==> config.mk <==
export PLATFORM = sky130hd
export DESIGN_NAME = fetch_ctrl
export DESIGN_NICKNAME = d
export VERILOG_FILES = /design/src/rtl/fetch_pkg.sv /design/src/rtl/branch_lut.sv /design/src/rtl/fetch_ctrl.sv
export SDC_FILE = /design/constraint.sdc
export NUM_CORES = 1
export LEC_CHECK = 0
export BUFFER_PORTS_ARGS = -buffer_cell sky130_fd_sc_hd__clkbuf_2
export CORE_MARGIN = 2
export CORE_UTILIZATION = 46
export CTS_BUF_LIST = sky130_fd_sc_hd__clkbuf_2
export DETAILED_ROUTE_END_ITERATION = 12
export PLACE_DENSITY = 0.78
export SLEW_MARGIN = 40
export SYNTH_ARGS = -nofsm -noshare
export SYNTH_HDL_FRONTEND = slang
export SYNTH_HIERARCHICAL = 1
export SYNTH_SLANG_ARGS = --single-unit
export TNS_END_PERCENT = 10
==> constraint.sdc <==
create_clock -name clk -period 2.55 [get_ports clk]
set_clock_uncertainty 0.1 [all_clocks]
set_input_delay 0.255 -clock clk [delete_from_list [all_inputs] [get_ports clk]]
set_output_delay 0.255 -clock clk [all_outputs]
set_load 0.02 [all_outputs]
==> src/rtl/fetch_pkg.sv <==
// Shared types and default sizing for the instruction-fetch sequencer and its ROMs.
package fetch_pkg;

    localparam int unsigned FETCH_A          = 10;
    localparam int unsigned FETCH_LW         = 5;
    localparam int unsigned FETCH_CW         = 16;
    localparam int unsigned FETCH_START_ADDR = 0;
    localparam int unsigned FETCH_LUT_DEPTH  = 2 ** FETCH_LW;
    localparam int unsigned FETCH_LUT_W      = FETCH_LUT_DEPTH * FETCH_A;

    typedef enum logic [1:0] {IDLE, RUN, HALT} fetch_state_t;

    // Default branch-target image, entry i at bits [i*A +: A]; same layout as branch_targets.
    localparam logic [FETCH_LUT_W-1:0] FETCH_LUT_INIT =
          FETCH_LUT_W'(10'd100)
        | (FETCH_LUT_W'(10'h3FE) << FETCH_A)
        | (FETCH_LUT_W'(10'd5)   << (2 * FETCH_A));

endpackage

==> src/rtl/branch_lut.sv <==
// Combinational branch-target LUT: maps a short instruction index to an A-bit target/offset.
module branch_lut
    import fetch_pkg::*;
#(
    parameter int unsigned A = FETCH_A,
    parameter int unsigned LW = FETCH_LW,
    parameter logic [(2**LW)*A-1:0] INIT = FETCH_LUT_INIT
) (
    input  logic [LW-1:0] idx,
    output logic [A-1:0]  target_c
);

    localparam int unsigned DEPTH = 2 ** LW;

    logic [A-1:0] lut [DEPTH];

    // Unpack the flat contents image into the lookup table.
    always_comb begin
        for (int i = 0; i < DEPTH; i++) begin
            lut[i] = INIT[i*A +: A];
        end
    end

    assign target_c = lut[idx];

endmodule

==> src/rtl/fetch_ctrl.sv <==
// Program-counter sequencer: start/done handshake, stalls, halts and LUT-based branches.
module fetch_ctrl
    import fetch_pkg::*;
#(
    parameter int unsigned A = FETCH_A,
    parameter int unsigned LW = FETCH_LW,
    parameter int unsigned START_ADDR = FETCH_START_ADDR,
    parameter int unsigned CW = FETCH_CW,
    parameter logic [(2**LW)*A-1:0] LUT_INIT = FETCH_LUT_INIT
) (
    input  logic          clk,
    input  logic          reset,
    input  logic          start,
    input  logic          stall,
    input  logic          halt,
    input  logic          branch_en,
    input  logic          branch_rel,
    input  logic [LW-1:0] branch_idx,
    output logic [A-1:0]  inst_addr,
    output logic          fetch_valid,
    output logic          done,
    output logic [CW-1:0] cycle_count
);

    fetch_state_t  state_q, state_d;
    logic [A-1:0]  pc_q, pc_d;
    logic [CW-1:0] count_q, count_d;
    logic [A-1:0]  lut_target;

    branch_lut #(
        .A    (A),
        .LW   (LW),
        .INIT (LUT_INIT)
    ) u_branch_lut (
        .idx      (branch_idx),
        .target_c (lut_target)
    );

    // Next state, next PC and run counter.
    always_comb begin
        state_d = state_q;
        pc_d    = pc_q;
        count_d = count_q;
        case (state_q)
            IDLE, HALT: begin
                if (start) begin
                    state_d = RUN;
                    pc_d    = A'(START_ADDR);
                    count_d = '0;
                end
            end
            RUN: begin
                if (count_q != {CW{1'b1}}) begin
                    count_d = count_q + CW'(1);
                end
                // Relative offsets are two's complement, so a plain modular add covers them.
                if (stall) begin
                    pc_d = pc_q;
                end else if (halt) begin
                    state_d = HALT;
                end else if (branch_en) begin
                    pc_d = branch_rel ? (pc_q + lut_target) : lut_target;
                end else begin
                    pc_d = pc_q + A'(1);
                end
            end
            default: state_d = IDLE;
        endcase
    end

    always_ff @(posedge clk) begin
        if (reset) begin
            state_q <= IDLE;
            pc_q    <= '0;
            count_q <= '0;
        end else begin
            state_q <= state_d;
            pc_q    <= pc_d;
            count_q <= count_d;
        end
    end

    assign inst_addr   = pc_q;
    assign fetch_valid = (state_q == RUN);
    assign done        = (state_q == HALT);
    assign cycle_count = count_q;

endmodule

==> impl_metrics.yaml <==
cells_and_area:
  final_common_cell: "clkbuf_2"
  finalNetCount: 332
  antenna_cells: 0
  finalNonFillerCells: 359
  final_cell_mix: "42 x clkbuf_2, 31 x nor2_1, 28 x dfxtp_1, 18 x a21oi_1, 17 x buf_4"
  nFillCells: 422
  multi_input_area_um2: 1410
  area_growth_syn_to_layout_pct: 16.8
  regArea_um2: 561
  layout-drive-gt1-share: 0.257
pwr:
  finalPower_mw: 0.850
  power_density_nw_per_um2: 347
  ir_worst_vdd_mv: 0.397
  leakage_nw: 1.01
critical_path:
  crit_path_max_incr_delay_ns: 0.54
  slowest_stage: "dfxtp_1"
  crit_type: "register to register"
  worstPathRequired_ns: 2.76
  crit_path_end_kind: "register"
  cp_max_fo: 7
  startpoint_type: "register"
  critPathArrivalTime_ns: 2.52
  path_cells: "ha_1 -> inv_1 -> fa_1 -> nor2b_1 -> o21ai_0 -> a31oi_1 -> xnor2_1 -> o221ai_1 -> a22o_1"
drt:
  drcViolationCount: 0
  drt_first_pass_iters: 4
  viasPerCell: 5.61
  vias: 2015
  ant_nets: 0
  post_drt_wl_per_cell_um: 13.1
  drt_iter0_markers: 83
  routed_wl_mm: 4.70
sta:
  fmax_mhz: 433
  final-hold-violation-count: 0
  setup_slack_ns: 0.240
  worst_pin_slew_ns: 0.575
  fin_crit_sh: 0.906
  max_slew_margin: 0.615
  rsz0062_at_grt: "false"
  final-max-slew-violation-count: 0
  period_minus_slack_ns: 2.31
  setup_viol: 0
global_routing:
  grt_pass1_vias: 1823
  overflow: 0
  grt_max_degree: 24
  antenna_found_initial: 0
  grt_first_pass_wirelength_mm: 8.07
  grt_use_total: 0.189
floorplan:
  die_h_um: 71.5
  core-area_um2: 4380
  io_pins: 40
  initial_core_util: 0.479
  die_area_um2: 5120
  die_x_um: 71.5
  rows: 24
clock_tree:
  postCtsHoldBufs: 0
  clk_latency_ns: 0.39
  clkTransAtPathRegs_ns: 0.29
  cts_max_level: 1
  cts-root-buf: "clkbuf_2"
  tritoncts: "done"
  post_cts_buffers: 0
  cts_sinks: 28
  cts_resized: 0
  cts_buffers: 3
  ctsLongestPathBuffers: 2
job:
  drv_cap: 0
yosys:
  synth_edf_count: 0
  syn-cell-area_um2: 2100
  synth-async-reset-ratio: 0
  synth.distinct_cells: 58
  ys.flop_type: "dfxtp_1"
  syn_avg_cell_area_um2: 8.10
  ys_ff_latch: 28
  synth_seq_area_share: 0.267
  ys_warn_count: 6
  syn_nets: 283
  syn_inst: 259
run_status:
  status: "finished clean"
place:
  place_inst: 354
  portBuffers: 39
  place_ws_ns: -0.158
  gp_congestion: 0.822
  dpl.hpwl_mm: 3.69
min_path:
  holdCritPathClass: "input pin to register"
[worst paths after layout]
check	start	end	slack [ns]	cells past startpoint
max	inst_addr[0]	inst_addr[8]	0.24	9
min	stall	state_q[0]	0.06	3
max reg2reg	inst_addr[0]	inst_addr[8]	0.24	9
min reg2reg	cycle_count[1]	cycle_count[1]	0.45	2
[cell type report]
cell class,count,area share
sequential,28,0.229
multi-input combinational,208,0.575
timing repair buffer,57,0.136
clock buffer,3,0.00613
tap,52,0.0266
inverter,10,0.0153
clock inverter,1,0.0123
[per-stage QoR]
step                      area, µm²  setup TNS, ns  utilization  hold slack [ns]
final                          2450              0        0.559           0.0629
after global routing           2450              0        0.559           0.0881
after CTS                      2440              0        0.557          0.00127
after detailed placement       2390         -0.576        0.546            0.418
after global placement         2390         -0.194        0.546            0.410
after floorplan                2100              0            -            0.360
[state kept, by name, indices dropped and copies added (netlist names)]
name / count
cycle_count: 16
inst_addr: 10
state_q: 2
[cell families (layout without fill, tap and decap cells)]
kind of cell    count (synthesis)  after routing  share of synthesized area
buf+inv                        23             71                     0.0614
simple gates                  107            107                      0.280
xor+xnor                       22             22                     0.0918
flops                          28             28                      0.267
compound gates                 63             63                      0.204
mux                             4              4                     0.0203
fa+ha+maj                      12             12                     0.0751
[power by group]
group          internal [mW]  total, mW  switching (mW)
combinational         0.0472      0.122          0.0744
clock                  0.135      0.275           0.140
sequential             0.446      0.453         0.00764
[cell usage after synthesis (2+ instances only)]
master     number  area (µm²)
o21ai_1         3        15.0
nor3b_2         2        25.0
and2_2          2        15.0
nor2b_1         4        25.0
mux2_2          2        22.5
o221ai_1        3        26.3
inv_1          10        37.5
nor3_1          7        35.0
clkbuf_1        2        7.51
buf_6           2        22.5
or3_4           2        22.5
nor3_2          2        20.0
a22o_1          2        17.5
ha_1           11         138
o2bb2ai_1       2        17.5
nand3b_1        2        15.0
nand2b_1        5        31.3
xor2_1         12         105
buf_4           7        52.6
a21oi_1        18        90.1
nand2_1        15        56.3
mux2i_1         2        20.0
a31oi_1         2        12.5
nor2_1         31         116
o21a_1          2        15.0
o21bai_1        2        15.0
xnor2_1        10        87.6
a211oi_1        2        15.0
o21ai_0        13        65.1
nand3_1        14        70.1
nand4_1         6        37.5
and3_1          5        31.3
a21o_1          2        15.0
and2_1          2        12.5
dfxtp_1        28         561
[critical path, delay by kind of cell, from the launching register on]
family                     cells  cell delay, ns
and+or+nand+nor                1            0.12
AOI/OAI and AO/OA              4            0.68
buffers and inverters          1            0.05
adders and majority gates      2            0.61
xor gates and xnor gates       1            0.14
DFF                            1            0.54
[per-layer routing]
metal	share of wire	global-route usage	up-vias
met5	0	0	-
met4	0.0072	0.0231	0
met3	0.043	0.0352	4
met2	0.48	0.327	43
met1	0.47	0.253	944
li1	-	-	1024
(Power assumes the default switching activity.)
